$ cat src/rtl/mem_arb3.sv
// Three-port memory arbiter (ic, dc, dbg) that serialises requests and write beats onto one memory channel.
// Optional: define MEM_ARB_FIXED_PRIO_EN for fixed priority dc > ic > dbg instead of round-robin.
`ifndef MEM_ADDR_BITS
`define MEM_ADDR_BITS 32
`endif
`ifndef MEM_DATA_BITS
`define MEM_DATA_BITS 64
`endif
`ifndef MEM_TAG_BITS
`define MEM_TAG_BITS 4
`endif

module mem_arb3 #(
  parameter int MAX_OUTSTANDING = 4,
  parameter int WBEATS          = 4
) (
  input  logic                        clk,
  input  logic                        reset,
  // instruction cache
  input  logic                        ic_req_valid,
  output logic                        ic_req_ready,
  input  logic [`MEM_ADDR_BITS-1:0]   ic_req_addr,
  output logic                        ic_resp_valid,
  // data cache
  input  logic                        dc_req_valid,
  output logic                        dc_req_ready,
  input  logic                        dc_req_rw,
  input  logic [`MEM_ADDR_BITS-1:0]   dc_req_addr,
  input  logic                        dc_data_valid,
  output logic                        dc_data_ready,
  input  logic [`MEM_DATA_BITS-1:0]   dc_data_bits,
  input  logic [`MEM_DATA_BITS/8-1:0] dc_data_mask,
  output logic                        dc_resp_valid,
  // debug / loader
  input  logic                        dbg_req_valid,
  output logic                        dbg_req_ready,
  input  logic                        dbg_req_rw,
  input  logic [`MEM_ADDR_BITS-1:0]   dbg_req_addr,
  input  logic                        dbg_data_valid,
  output logic                        dbg_data_ready,
  input  logic [`MEM_DATA_BITS-1:0]   dbg_data_bits,
  input  logic [`MEM_DATA_BITS/8-1:0] dbg_data_mask,
  output logic                        dbg_resp_valid,
  // memory
  output logic                        mem_req_valid,
  input  logic                        mem_req_ready,
  output logic                        mem_req_rw,
  output logic [`MEM_ADDR_BITS-1:0]   mem_req_addr,
  output logic [`MEM_TAG_BITS-1:0]    mem_req_tag,
  output logic                        mem_req_data_valid,
  input  logic                        mem_req_data_ready,
  output logic [`MEM_DATA_BITS-1:0]   mem_req_data_bits,
  output logic [`MEM_DATA_BITS/8-1:0] mem_req_data_mask,
  output logic [1:0]                  mem_req_data_offset,
  input  logic                        mem_resp_valid,
  input  logic [`MEM_TAG_BITS-1:0]    mem_resp_tag
);
  localparam int NREQ = 3;
  localparam int AW   = `MEM_ADDR_BITS;
  localparam int DW   = `MEM_DATA_BITS;
  localparam int MW   = `MEM_DATA_BITS/8;
  localparam int TW   = `MEM_TAG_BITS;

  localparam logic [1:0] IDLE  = 2'd0;
  localparam logic [1:0] REQ   = 2'd1;
  localparam logic [1:0] WDATA = 2'd2;

  localparam logic [1:0] BEAT_LAST = 2'(WBEATS-1);
  localparam logic [3:0] OUT_MAX   = 4'(MAX_OUTSTANDING);

  typedef struct packed {
    logic          vld;
    logic          rw;
    logic [AW-1:0] addr;
  } req_t;

  typedef struct packed {
    logic          vld;
    logic [DW-1:0] bits;
    logic [MW-1:0] mask;
  } wdat_t;

  req_t  [NREQ-1:0] req;
  wdat_t [NREQ-1:0] wd;

  // ic is read-only and has no data channel
  assign req[0] = {ic_req_valid, 1'b0, ic_req_addr};
  assign req[1] = {dc_req_valid, dc_req_rw, dc_req_addr};
  assign req[2] = {dbg_req_valid, dbg_req_rw, dbg_req_addr};
  assign wd[0]  = '0;
  assign wd[1]  = {dc_data_valid, dc_data_bits, dc_data_mask};
  assign wd[2]  = {dbg_data_valid, dbg_data_bits, dbg_data_mask};

  logic [1:0] state_q, state_d;
  logic [1:0] gnt_q, gnt_d;
  logic [1:0] beat_q, beat_d;
  logic [3:0] out_q, out_d;

  req_t  cur;
  wdat_t curd;

  always_comb begin
    cur  = '0;
    curd = '0;
    for (int i = 0; i < NREQ; i++) begin
      if (gnt_q == 2'(i)) begin
        cur  = req[i];
        curd = wd[i];
      end
    end
  end

  // reads are held back at the outstanding limit; writes never are
  logic            rd_ok;
  logic [NREQ-1:0] elig;
  assign rd_ok = (out_q < OUT_MAX);

  for (genvar i = 0; i < NREQ; i++) begin : g_elig
    assign elig[i] = req[i].vld && (req[i].rw || rd_ok);
  end

  logic       sel_vld;
  logic [1:0] sel_id;
  assign sel_vld = |elig;

`ifdef MEM_ARB_FIXED_PRIO_EN
  always_comb begin
    sel_id = 2'd0;
    if (elig[1])      sel_id = 2'd1;
    else if (elig[0]) sel_id = 2'd0;
    else if (elig[2]) sel_id = 2'd2;
  end
`else
  logic [1:0] rr_q, rr_d;

  function automatic logic [1:0] rr_idx(input logic [1:0] base, input int k);
    int s;
    s = int'(base) + k;
    if (s >= NREQ) s -= NREQ;
    return 2'(s);
  endfunction

  // descending scan so the candidate nearest the pointer wins
  always_comb begin
    sel_id = 2'd0;
    for (int k = NREQ-1; k >= 0; k--) begin
      if (elig[rr_idx(rr_q, k)]) sel_id = rr_idx(rr_q, k);
    end
  end

  always_comb begin
    rr_d = rr_q;
    if (state_q == IDLE && sel_vld) rr_d = (sel_id == 2'd2) ? 2'd0 : sel_id + 2'd1;
  end

  always_ff @(posedge clk or posedge reset) begin
    if (reset) rr_q <= 2'd0;
    else       rr_q <= rr_d;
  end
`endif

  logic req_hs, beat_hs, rd_hs;
  assign req_hs  = (state_q == REQ) && mem_req_ready;
  assign beat_hs = (state_q == WDATA) && curd.vld && mem_req_data_ready;
  assign rd_hs   = req_hs && !cur.rw;

  always_comb begin
    state_d = state_q;
    gnt_d   = gnt_q;
    beat_d  = beat_q;
    case (state_q)
      IDLE: begin
        if (sel_vld) begin
          gnt_d   = sel_id;
          state_d = REQ;
        end
      end
      REQ: begin
        if (req_hs) begin
          state_d = cur.rw ? WDATA : IDLE;
          beat_d  = 2'd0;
        end
      end
      WDATA: begin
        if (beat_hs) begin
          if (beat_q == BEAT_LAST) begin
            state_d = IDLE;
            beat_d  = 2'd0;
          end else begin
            beat_d = beat_q + 2'd1;
          end
        end
      end
      default: state_d = IDLE;
    endcase
  end

  // simultaneous issue and return cancel; saturate at 0 against stale responses after reset
  always_comb begin
    out_d = out_q;
    if (rd_hs && !mem_resp_valid)                     out_d = out_q + 4'd1;
    else if (!rd_hs && mem_resp_valid && out_q != '0) out_d = out_q - 4'd1;
  end

  always_ff @(posedge clk or posedge reset) begin
    if (reset) begin
      state_q <= IDLE;
      gnt_q   <= 2'd0;
      beat_q  <= 2'd0;
      out_q   <= 4'd0;
    end else begin
      state_q <= state_d;
      gnt_q   <= gnt_d;
      beat_q  <= beat_d;
      out_q   <= out_d;
    end
  end

  assign mem_req_valid       = (state_q == REQ);
  assign mem_req_rw          = cur.rw;
  assign mem_req_addr        = cur.addr;
  assign mem_req_tag         = TW'(gnt_q);
  assign mem_req_data_valid  = (state_q == WDATA) && curd.vld;
  assign mem_req_data_bits   = curd.bits;
  assign mem_req_data_mask   = curd.mask;
  assign mem_req_data_offset = beat_q;

  logic [NREQ-1:0] req_rdy, resp_vld;
  for (genvar i = 0; i < NREQ; i++) begin : g_port
    assign req_rdy[i]  = req_hs && (gnt_q == 2'(i));
    assign resp_vld[i] = !reset && mem_resp_valid && (mem_resp_tag[1:0] == 2'(i));
  end

  assign ic_req_ready   = req_rdy[0];
  assign dc_req_ready   = req_rdy[1];
  assign dbg_req_ready  = req_rdy[2];
  assign ic_resp_valid  = resp_vld[0];
  assign dc_resp_valid  = resp_vld[1];
  assign dbg_resp_valid = resp_vld[2];
  assign dc_data_ready  = (state_q == WDATA) && (gnt_q == 2'd1) && mem_req_data_ready;
  assign dbg_data_ready = (state_q == WDATA) && (gnt_q == 2'd2) && mem_req_data_ready;

  logic unused_tag;
  assign unused_tag = ^mem_resp_tag;

endmodule

$ cat config.mk
export PLATFORM = sky130hd
export DESIGN_NAME = mem_arb3
export DESIGN_NICKNAME = d
export VERILOG_FILES = /design/src/rtl/mem_arb3.sv
export SDC_FILE = /design/constraint.sdc
export NUM_CORES = 1
export LEC_CHECK = 0
export CAP_MARGIN = 20
export CORE_AREA = 4 4 142 144
export DETAILED_ROUTE_END_ITERATION = 6
export DIE_AREA = 0 0 146 148
export GPL_ROUTABILITY_DRIVEN = 0
export PLACE_DENSITY = 0.53
export SLEW_MARGIN = 20
export SYNTH_ARGS = -nofsm -noshare
export SYNTH_HDL_FRONTEND = slang
export SYNTH_SLANG_ARGS = --single-unit
$ cat constraint.sdc
create_clock -name clk -period 2.7 [get_ports clk]
set_input_delay 0.54 -clock clk [delete_from_list [all_inputs] [get_ports clk]]
set_output_delay 0.54 -clock clk [all_outputs]
set_load 0.01 [all_outputs]
# After elaboration in Yosys (flattened, before gate mapping)
# Index checks and enable logic that the tools add are counted.
[classes]
order_cmp = 7
multipliers = 0
bitwise = 0
n_reduce_logical = 38
n_mux = 30
shifts = 0
add_sub_neg = 9
eq_ne = 12
div_mod_pow = 0
[ops]
columns = ["operator", "count"]
rows = [
  ["73-bit two-way mux", 2],
  ["33-bit two-way mux", 2],
  ["32-bit two-way mux", 1],
  ["2-bit two-way mux", 15],
  ["1-bit logical AND", 22],
  ["2-bit equality test, second input constant", 5],
  ["2-bit by 3-bit less-than comparator with 1-bit output, second input constant", 3],
  ["4-bit two-way mux", 2],
  ["1-bit binary-select mux with 2-bit select", 3],
  ["2-bit by 1-bit equality test with 1-bit output, second input constant", 3],
  ["3-bit by 2-bit >= comparator with 1-bit output, second input constant", 2],
  ["2-bit logical NOT", 3],
  ["2-bit != test, second input constant", 3],
  ["2-bit one-hot mux with 3 select lines", 1],
  ["2-bit subtractor, second input constant", 3],
  ["2-bit by 1-bit adder with 2-bit output, second input constant", 2],
  ["4-bit by 1-bit adder with 4-bit output, second input constant", 1],
  ["1-bit logical NOT", 4],
  ["4-bit by 3-bit less-than comparator with 1-bit output, second input constant", 1],
  ["2-bit one-hot mux with 2 select lines", 1],
  ["4-bit AND reduction", 1],
  ["2-bit nonzero test", 2],
  ["4-bit nonzero test", 1],
  ["4-bit by 1-bit subtractor with 4-bit output, second input constant", 1],
  ["other kinds (9)", 12],
]
[totals]
elab_cells = 101
latchBits = 0
memories = 0
romBits = 0
mem_bits_rw = 0
reg_bits = 12

# Longest topological paths before layout
# Gate-level depths: netlist (run 1).
[depth]
word_depth = 11
mapped_depth = 11
ltp_nobuf = 10

# Worst setup path before layout (run 1)
# OpenSTA, ideal clock, no wires.
[synth_path]
path_type = "flip-flop to flip-flop"
start = "register gnt_q[0]"
end = "register out_q[3]"
stages_incl_launch_ff = 12
n_path_buf = 1
t_required_ns = 2.620
path_slack_ns = 0.456
setup_ns = 0.080
arrival_time_ns = 2.164
path_cell_list = "dfrtp_1 > buf_6 > nor2b_4 > a22oi_4 > inv_2 > nor3_4 > inv_1 > ha_1 > a21o_1 > a21oi_1 > mux2i_1 > xnor2_1"
[synth_via]
elab_chain_len = 9
elab_cells_between_ends = 12
[synth_lines]
columns = ["item", "line", "text"]
rows = [
  ["start: declaration", "95", "logic [1:0] gnt_q, gnt_d;"],
  ["start signal: assignment", "213", "gnt_q <= gnt_d;"],
  ["2-bit by 1-bit equality test with 1-bit output", "106", "if (gnt_q == 2'(i)) begin"],
  ["33-bit two-way mux", "106", ""],
  ["33-bit two-way mux *", "106", ""],
  ["net mem_req_rw", "47", "output logic mem_req_rw,"],
  ["1-bit logical NOT *", "165", "assign rd_hs = req_hs && !cur.rw;"],
  ["1-bit logical AND *", "165", ""],
  ["1-bit logical NOT", "202", "else if (!rd_hs && mem_resp_valid && out_q != '0) out_d = out_q - 4'd1;"],
  ["1-bit logical AND (2 in a row)", "202", ""],
  ["2-bit nonzero test (no line)", "-", ""],
  ["end signal: assignment", "215", "out_q <= out_d;"],
  ["end: declaration", "97", "logic [3:0] out_q, out_d;"],
]
# The timed path passes the listed nets; every way through them passes the cells marked *.
# A chain may end at the register's enable or synchronous reset.

# Final worst setup path (run 1)
[layout_path]
start = "register gnt_q[0]"
end = "output mem_req_data_bits[24]"
[layout_via]
elab_chain_len = 3
elab_cells_between_ends = 4
[layout_lines]
columns = ["item", "line", "text"]
rows = [
  ["2-bit by 1-bit equality test with 1-bit output", "106", ""],
  ["73-bit two-way mux", "106", ""],
  ["73-bit two-way mux *", "106", ""],
  ["end: declaration", "52", "output logic [`MEM_DATA_BITS-1:0] mem_req_data_bits,"],
]
# Every way passes the cells marked *; elsewhere a longest branch is shown, timed or not.

==> metrics.csv, run 1 <==
stage,metric,value,unit
grt,GRT overflow,0,
floorplan,Initial Util,0.122,
timing,final hold viol count,0,
placement,dpl cells,885,
layout,"non-filler cells, final",892,
yosys,synthesized cell area,2280,µm²
route,DR WL/cell,20.2,µm
timing,final worst slack,94.3,ps
outcome,status,"complete, no violations",
route,highest metal used,met5,
route,vias,3789,
setup_path,critical-path maximum fanout,46,
layout,Layout Cell Area excl Fill,6460,µm²
setup_path,crit-path cells,nor2b_4 -> buf_12 -> buf_4 -> a22o_1 -> clkdlybuf4s50_1,
timing,endpoints failing setup,0,
grt,gr usage total,0.151,
yosys,count of cell types in the netlist,48,
power_and_ir_drop,P_leak,2.50,nW
layout,proportion of layout cells with a drive suffix above 1,0.0638,
clock_tree,cts hold-fix bufs,0,
yosys,top post-synthesis cells by area,"a22o_1, mux2i_1, dfrtp_1",
route,wire length on met1,7.14,mm
yosys,#FFs+latches synth,12,
timing,Peak Freq,0.384,GHz
clock_tree,Clock Sinks,12,
placement,worst slack at placement,92.2,ps
setup_path,Critical Path Source Type,flop,
timing,fin. max-slew vios,0,
yosys,warning count from the yosys run,0,
setup_path,Worst EP arrival,2070,ps
yosys,Synth Area per Inst,7.84,µm²
timing,crit share post-route,0.965,
yosys,Synth top area share,0.276,
floorplan,core area,18700,µm²
timing,minimum clock period,2610,ps
floorplan,IO Count,377,
placement,final HPWL from detailed placement,15.4,mm
route,Routed met2 length,9.14,mm
route,Initial DRC Count,110,
clock_tree,Num CTS Buffers,3,
grt,vias in the first global route,3969,
min_path,worst hold path type,reg -> reg,
run,Max Cap Viol,0,
yosys,Post-Syn Instances,291,
yosys,most common cell in the synthesized netlist,a22o_1,
yosys,"FFs w/ async S/R, synth",1.00,
setup_path,CP required,2160,ps
route,Vias/cell,4.25,
clock_tree,Clk Tree Root Cell,clkbuf_16,
timing,Final Skew,2.66,ps
route,Routed Antenna Nets,0,
power_and_ir_drop,Power Dens Cells,897,nW/µm²
floorplan,# rows,50,
power_and_ir_drop,VDD IR max,0.471,mV
clock_tree,CTS tree,yes,
layout,P&R area growth vs syn,183,%
route,DR DRC count,0,
grt,pin count of the biggest net entering global routing,48,
layout,post-layout util,0.345,
floorplan,Die Y,148,µm
grt,antenna violations before repair,2,
placement,DP Area,6330,µm²
yosys,Post-synth EDFFs,0,
route,met3 routed WL,1.57,mm
layout,"Net count, final",922,
layout,ANT cells,0,
layout,Fillers,1936,
grt,first-pass GRT wire length,25.6,mm
route,Post-Route WL,18.1,mm
yosys,Synth area leader,a22o_1,
setup_path,kind of critical path,reg -> out,
yosys,top_reg_cell synth,dfrtp_1,
setup_path,Crit path largest cell delay,540,ps
floorplan,die area,21600,µm²
clock_tree,Clock Path Buffers,2,
floorplan,Die W,146,µm
setup_path,critical path's slowest cell,clkdlybuf4s50_1,
placement,Port Buffer Count,372,
yosys,sequential area share after synthesis,0.132,
clock_tree,clock latency on the worst-skew pair,240,ps
clock_tree,H-tree depth,1,
timing,TNS Setup,0,ps
timing,RSZ-0062 raised after global routing,no,
setup_path,CP endpoint kind,output port,
yosys,top post-synthesis cells by count,"a22o_1, nand2_1, o21ai_1, mux2i_1, dfrtp_1",
route,DR pass1 iterations,4,
clock_tree,CTS clock-pin slew for the worst setup and hold paths,40,ps
## flip-flops by register name (all words and copies together) (netlist names)
register	flops
out_q	4
gnt_q	2
rr_q	2
mem_req_data_offset	2
state_q	2
## critical path: cells and delay by family (launching register included)
| family | cells | cell delay, ps |
|---|---|---|
| buffers and inverters | 3 | 980 |
| flip-flops | 1 | 480 |
| AND/OR/NAND/NOR | 1 | 210 |
| AO/OA/AOI/OAI | 1 | 140 |
## cell families (layout without fill, tap and decap cells)
group	count (synthesis)	after routing	synth area share
AO/OA/AOI/OAI	127	127	0.427
XOR/XNOR	3	3	0.0115
adder cells (fa/ha/maj)	7	7	0.0417
buffers and inverters	37	403	0.0762
flip-flops	12	12	0.132
multiplexers	36	36	0.163
other	1	2	0.00164
AND/OR/NAND/NOR	68	68	0.148
## layout make-up
class | instances | area, µm² | area share
tap | 234 | 293 | 0.0453
timing repair buffer | 392 | 3930 | 0.608
multi-input combinational | 243 | 1820 | 0.282
inverter | 7 | 26.3 | 0.00407
clock buffer | 4 | 88.8 | 0.0138
sequential | 12 | 303 | 0.0469
## what timing repair did
action / CTS / global route
gates cloned: 0 / 0
buffers inserted: 3 / 0
resized for setup: 1 / 1
endpoints found under the setup margin: 17 / 29
## final timing paths
check                      cells past startpoint  slack (ps)  startpoint               endpoint
max                                            5          90    gnt_q[0]  mem_req_data_bits[24]
min                                            1         530  state_q[1]             state_q[0]
max reg2reg                                   10         360    gnt_q[0]               out_q[2]
min reg2reg                                    1         530  state_q[1]             state_q[0]
max in group asynchronous                      2        1630       reset               gnt_q[1]
min in group asynchronous                      2         710       reset             state_q[1]
## report_power, final
group | total (mW) | internal, mW | switching [mW]
clock network | 0.300 | 0.223 | 0.0762
logic | 5.09 | 2.85 | 2.25
registers | 0.399 | 0.267 | 0.132
total | 5.79 | 3.34 | 2.45
## layout by cell type (no fill, tap or decap), types with 2 or more instances in the layout
master           netlist  final
a21oi_1                3      3
a22o_1                72     72
buf_12                 0      5
buf_4                  4     19
clkbuf_16              0      3
clkdlybuf4s50_1        0    367
conb_1                 1      2
dfrtp_1               12     10
dfrtp_2                0      2
ha_1                   6      6
inv_1                  6      6
mux2_4                 2      2
mux2i_1               33     33
nand2_1               38     38
nand2b_1               3      3
nand3_1                5      5
nand3b_1               2      2
nor2_1                 9      9
nor2b_4                1      2
nor4bb_1               2      2
o21a_1                 3      3
o21ai_1               35     35
o22ai_1                2      2
xnor2_1                2      2
## through the flow
stage          power, mW  hold slack, ps
6_report            5.79             527
5_1_grt             6.15             587
4_1_cts             5.86             537
3_5_place_dp        5.45             525
3_3_place_gp        5.40             519
2_1_floorplan       2.70             405
## layer usage
layer	track usage	up-vias
met4	0.0151	4
li1	-	1841
met3	0.0509	12
met1	0.183	1764
met5	0	-
met2	0.272	168
(Power assumes the default switching activity.)
==> run 2, diff against run 1 <==
--- a/config.mk
+++ b/config.mk
@@ -6,11 +6,11 @@
 export NUM_CORES = 1
 export LEC_CHECK = 0
 export CAP_MARGIN = 20
-export CORE_AREA = 4 4 142 144
+export CORE_AREA = 2 2 144 146
 export DETAILED_ROUTE_END_ITERATION = 6
 export DIE_AREA = 0 0 146 148
 export GPL_ROUTABILITY_DRIVEN = 0
-export PLACE_DENSITY = 0.53
+export PLACE_DENSITY = 0.51
 export SLEW_MARGIN = 20
 export SYNTH_ARGS = -nofsm -noshare
 export SYNTH_HDL_FRONTEND = slang
==> metrics.csv, run 2 (same netlist as run 1, synthesis figures left out) <==
stage,metric,value,unit,change
power_and_ir_drop,P_leak,2.49,nW,-0.33%
layout,"non-filler cells, final",925,,+3.7%
timing,fin. max-slew vios,0,,unchanged
placement,Port Buffer Count,372,,unchanged
timing,Peak Freq,0.386,GHz,+0.47%
power_and_ir_drop,Power Dens Cells,894,nW/µm²,-0.31%
layout,post-layout util,0.325,,-0.0198
timing,TNS Setup,0,ps,unchanged
timing,final worst slack,106,ps,+12.2 ps
placement,dpl cells,914,,+3.3%
run,Max Cap Viol,0,,unchanged
layout,"Net count, final",918,,-0.43%
setup_path,critical-path maximum fanout,5,,-89%
outcome,status,"complete, no violations",,
timing,minimum clock period,2590,ps,-12.2 ps
route,DR DRC count,0,,unchanged
floorplan,Die Y,148,µm,unchanged
setup_path,CP required,2160,ps,about the same
timing,RSZ-0062 raised after global routing,no,,
layout,P&R area growth vs syn,186,%,
clock_tree,Clock Path Buffers,2,,unchanged
setup_path,CP endpoint kind,output port,,
layout,"most common cell after layout, fill and taps aside",clkdlybuf4s50_1,,
grt,antenna violations before repair,1,,-1
placement,worst slack at placement,82.8,ps,-9.46 ps
placement,DP Area,6330,µm²,unchanged
grt,pin count of the biggest net entering global routing,65,,+35%
floorplan,die area,21600,µm²,unchanged
layout,Layout Cell Area excl Fill,6520,µm²,+0.99%
route,vias,3816,,+0.71%
layout,multi-input logic area,1820,µm²,unchanged
route,Post-Route WL,17.4,mm,-3.7%
floorplan,core area,20000,µm²,+7.1%
route,Vias/cell,4.13,,-2.9%
timing,crit share post-route,0.961,,-0.00452
floorplan,Die W,146,µm,unchanged
clock_tree,Num CTS Buffers,3,,unchanged
layout,Largest Register,out_q,,
setup_path,Critical Path Source Type,input pin,,
min_path,worst hold path type,reg -> reg,,
clock_tree,Clk Tree Root Cell,clkbuf_16,,
timing,endpoints failing setup,0,,unchanged
route,DR pass1 iterations,4,,unchanged
clock_tree,CTS tree,yes,,
setup_path,Worst EP arrival,2050,ps,-20 ps
layout,proportion of layout cells with a drive suffix above 1,0.0535,,-0.0103
layout,Largest register FFs,4,,unchanged
grt,gr usage total,0.147,,-0.00447
power_and_ir_drop,VDD IR max,0.404,mV,-14%
grt,GRT overflow,0,,unchanged
route,Routed Antenna Nets,0,,unchanged
timing,Final Skew,1.17,ps,-1.49 ps
power_and_ir_drop,Tot Pwr,5.83,mW,+0.67%
route,Initial DRC Count,118,,+7.3%
floorplan,# rows,52,,+4.0%
grt,vias in the first global route,4004,,+0.88%
clock_tree,H-tree depth,1,,unchanged
setup_path,kind of critical path,in -> out,,
clock_tree,CTS clock-pin slew for the worst setup and hold paths,40,ps,about the same
timing,hold_ws,532,ps,+5.14 ps
placement,final HPWL from detailed placement,14.2,mm,-8.1%
timing,final hold viol count,0,,unchanged
floorplan,IO Count,377,,unchanged
layout,"commonest cells after routing, fill and taps aside","clkdlybuf4s50_1, a22o_1, nand2_1",,
grt,first-pass GRT wire length,25.1,mm,-2.1%
route,DR WL/cell,18.8,µm,-7.1%
floorplan,Initial Util,0.114,,-0.00812
layout,Fillers,2104,,+8.7%
clock_tree,clock latency on the worst-skew pair,230,ps,about the same
clock_tree,cts hold-fix bufs,0,,unchanged
layout,Sequential Area,303,µm²,unchanged
clock_tree,Clock Sinks,12,,unchanged
## run 2: cell types whose count changed in the layout (fill, tap and decap cells not counted), sizes merged
cell,change
buf,-9
bufbuf,+1
clkbuf,+1
clkdlybuf4s50,+3
diode,+1
## run 2: worst max-delay path: stages
cell and delay [ps]:
clkdlybuf4s50_1 500, nand2_1 170, buf_4 200, nor2_1 80, clkdlybuf4s50_1 560
## run 2: path summary, 6_finish.rpt
kind                                    start            to  slack (ps)  depth (start not counted)
max in group asynchronous               reset      gnt_q[1]        1630                          2
worst min register to register     state_q[1]    state_q[0]         530                          1
worst min-delay path               state_q[1]    state_q[0]         530                          1
min in group asynchronous               reset      out_q[3]         720                          2
worst max-delay path            mem_req_ready  dc_req_ready         110                          5
worst max register to register       gnt_q[1]      out_q[3]         380                         11
## run 2: cell type report
cell class,count,area share
Antenna cell,1,0.000384
Clock buffer,4,0.0136
Inverter,7,0.00403
Multi-Input combinational cell,243,0.279
Sequential cell,12,0.0464
Tap cell,270,0.0518
Timing Repair Buffer,388,0.605
## run 2: metal layers
layer	global-route usage	vias up	share of wire	wire, µm
met5	0	-	0	0
met4	0.0228	0	0.014	238
met3	0.0398	16	0.076	1330
met2	0.260	173	0.50	8730
met1	0.182	1783	0.41	7100
li1	-	1844	-	-
## run 2: what timing repair did
| item | CTS | global route |
|---|---|---|
| cloned | 1 | 1 |
| setup buffers | 1 | 3 |
| resized for setup | 1 | 0 |
| endpoints found under the setup margin | 2 | 16 |
## run 2: where the power goes
group	switching, mW	internal (mW)
Clock	0.0710	0.223
Sequential	0.116	0.267
Combinational	2.29	2.86
==> run 3, diff against run 2 <==
==> constraint.sdc (replaced) <==
create_clock -name clk -period 2.4 [get_ports clk]
set_input_delay 0.48 -clock clk [delete_from_list [all_inputs] [get_ports clk]]
set_output_delay 0.48 -clock clk [all_outputs]
set_load 0.01 [all_outputs]
==> metrics.csv, run 3 (same netlist as run 1, synthesis figures left out) <==
stage,metric,value,unit,change
outcome,status,"finished, violations left",,
outcome,failing checks,setup timing,,
grt,met2 usage,0.282,,+0.0219
min_path,worst hold path type,reg -> reg,,
setup_path,Buf/Inv on CP,5,,+2
setup_path,kind of critical path,reg -> reg,,
setup_path,critical-path maximum fanout,5,,unchanged
placement,final HPWL from detailed placement,14.6,mm,+3.0%
setup_path,CP endpoint kind,flop,,
route,Post-Route WL,18.6,mm,+7.1%
floorplan,# rows,52,,unchanged
layout,"most common cell after layout, fill and taps aside",clkdlybuf4s50_1,,
clock_tree,clock latency on the worst-skew pair,230,ps,about the same
timing,Peak Freq,0.416,GHz,
timing,fin. max-slew vios,0,,unchanged
layout,proportion of layout cells with a drive suffix above 1,0.104,,+0.0506
layout,P&R area growth vs syn,201,%,
layout,Largest Register,out_q,,
layout,"commonest cells after routing, fill and taps aside","clkdlybuf4s50_1, a22o_1, dlygate4sd2_1",,
route,DR pass1 iterations,4,,unchanged
layout,"non-filler cells, final",953,,+3.0%
setup_path,Worst EP arrival,2520,ps,+470 ps
setup_path,crit-path cells,nor2b_4 -> buf_8 -> buf_12 -> a22oi_4 -> inv_2 -> nor3_4 -> inv_2 -> buf_4 -> fa_2 -> xor2_1 -> mux2_4,,
clock_tree,H-tree depth,1,,unchanged
power_and_ir_drop,internal power,3.76,mW,+12%
route,DR WL/cell,19.5,µm,+4.0%
clock_tree,Clk Tree Root Cell,clkbuf_16,,
clock_tree,CTS tree,yes,,
power_and_ir_drop,sequential fraction of design power,0.063,,-0.003
setup_path,Critical Path Source Type,flop,,
grt,grt met3 use,0.0312,,-0.00864
setup_path,"delay-heaviest family, CP",buffers and inverters,,
timing,RSZ-0062 raised after global routing,yes,,
timing,crit share post-route,1.00,,
power_and_ir_drop,switching share of power,0.439,,+0.0143
setup_path,R2R Setup Slk,-6,ps,-390 ps
route,DR DRC count,0,,unchanged
power_and_ir_drop,Power Dens Cells,978,nW/µm²,+9.4%
grt,gr usage total,0.155,,+0.00815
power_and_ir_drop,clock share of power,0.045,,-0.005
grt,pin count of the biggest net entering global routing,38,,-42%
layout,Largest register FFs,4,,unchanged
grt,M1 GR Usage,0.199,,+0.0172
layout,post-layout util,0.342,,+0.0170
timing,minimum clock period,2410,ps,
layout,"Net count, final",946,,+3.1%
clock_tree,CTS clock-pin slew for the worst setup and hold paths,40,ps,about the same
setup_path,Crit path largest cell delay,410,ps,-150 ps
floorplan,Die W,146,µm,unchanged
grt,GR peak layer,met2,,
run,Max Cap Viol,0,,unchanged
power_and_ir_drop,P_leak,3.33,nW,+34%
grt,antenna violations before repair,1,,unchanged
clock_tree,Num CTS Buffers,3,,unchanged
route,vias,3947,,+3.4%
route,Routed Antenna Nets,0,,unchanged
timing,endpoints failing setup,1,,+1
floorplan,IO Count,377,,unchanged
timing,final hold viol count,0,,unchanged
clock_tree,Clock Sinks,12,,unchanged
floorplan,core area,20000,µm²,unchanged
setup_path,CP required,2510,ps,+350 ps
floorplan,Die Y,148,µm,unchanged
grt,vias in the first global route,4021,,+0.42%
clock_tree,cts hold-fix bufs,0,,unchanged
power_and_ir_drop,VDD IR max,0.468,mV,+16%
timing,hold_ws,542,ps,+10.2 ps
clock_tree,Clock Path Buffers,2,,unchanged
grt,first-pass GRT wire length,26.0,mm,+3.7%
timing,Final Skew,2.65,ps,+1.48 ps
placement,Port Buffer Count,372,,unchanged
route,Initial DRC Count,167,,+42%
timing,final worst slack,-5.71,ps,-112 ps
route,Vias/cell,4.14,,+0.39%
power_and_ir_drop,Net Sw Power,2.95,mW,+19%
setup_path,crit-path most repeated cell,inv_2,,
floorplan,die area,21600,µm²,unchanged
floorplan,Initial Util,0.114,,unchanged
placement,dpl cells,928,,+1.5%
power_and_ir_drop,Comb power frac,0.892,,+0.008
grt,GRT overflow,0,,unchanged
setup_path,critical path's slowest cell,dfrtp_1,,
run 3: changes by cell type in the layout (fill, tap and decap cells not counted), sizes merged:
cell | previous run | this run
clkdlybuf4s50 | 370 | 266
dlygate4sd2 | 0 | 64
dlymetal6s2s | 0 | 37
buf | 16 | 44
clkbuf | 5 | 7
clkdlybuf4s15 | 0 | 1
run 3: worst paths after layout:
path                                           to                   start  cells past startpoint
max                                      out_q[2]                gnt_q[1]                     11
min                        mem_req_data_offset[0]  mem_req_data_offset[0]                      1
max reg2reg                              out_q[2]                gnt_q[1]                     11
min reg2reg                mem_req_data_offset[0]  mem_req_data_offset[0]                      1
max in group asynchronous                gnt_q[0]                   reset                      2
min in group asynchronous                out_q[3]                   reset                      2
run 3: timing repair:
item                                   4_1_cts  5_1_grt
gates resized for setup                     75       51
gates cloned                                 5        1
endpoints found under the hold margin        0        0
setup buffers                                5        9
pin swaps                                    0        5
setup endpoints to repair                   69       49
run 3: cell type report:
cell class                      count  area (µm²)
Antenna cell                        1        2.50
Clock buffer                        4        78.8
Fill cell                        2141       13200
Inverter                            7        26.3
Multi-Input combinational cell    243        1860
Sequential cell                    12         302
Tap cell                          270         338
Timing Repair Buffer              416        4260
run 3: per-layer routing:
metal  up-vias  wire, µm
li1       1899         -
met5         -         0
met3         4      1300
met4         0        50
met2       163      9580
met1      1881      7700
run 3: power by group through the flow:
| stage | Clock (mW) | Sequential, mW | Combinational, mW |
|---|---|---|---|
| after global routing | 0.319 | 0.444 | 6.35 |
| final | 0.302 | 0.426 | 5.98 |
| after floorplan | 0 | 0.396 | 2.64 |
| after global placement | 0 | 0.415 | 5.79 |
| after CTS | 0.308 | 0.418 | 5.96 |
| after detailed placement | 0 | 0.422 | 5.84 |
run 3: stage by stage:
stage	cell area [µm²]	setup slack [ps]	setup TNS, ps	power (mW)
2_1_floorplan	2280	156	0	3.04
5_1_grt	6860	-77.4	-233	7.11
4_1_cts	6640	-123	-965	6.69
3_5_place_dp	6440	-218	-547	6.26
3_3_place_gp	6440	-160	-274	6.21
6_report	6860	-5.71	-5.71	6.71
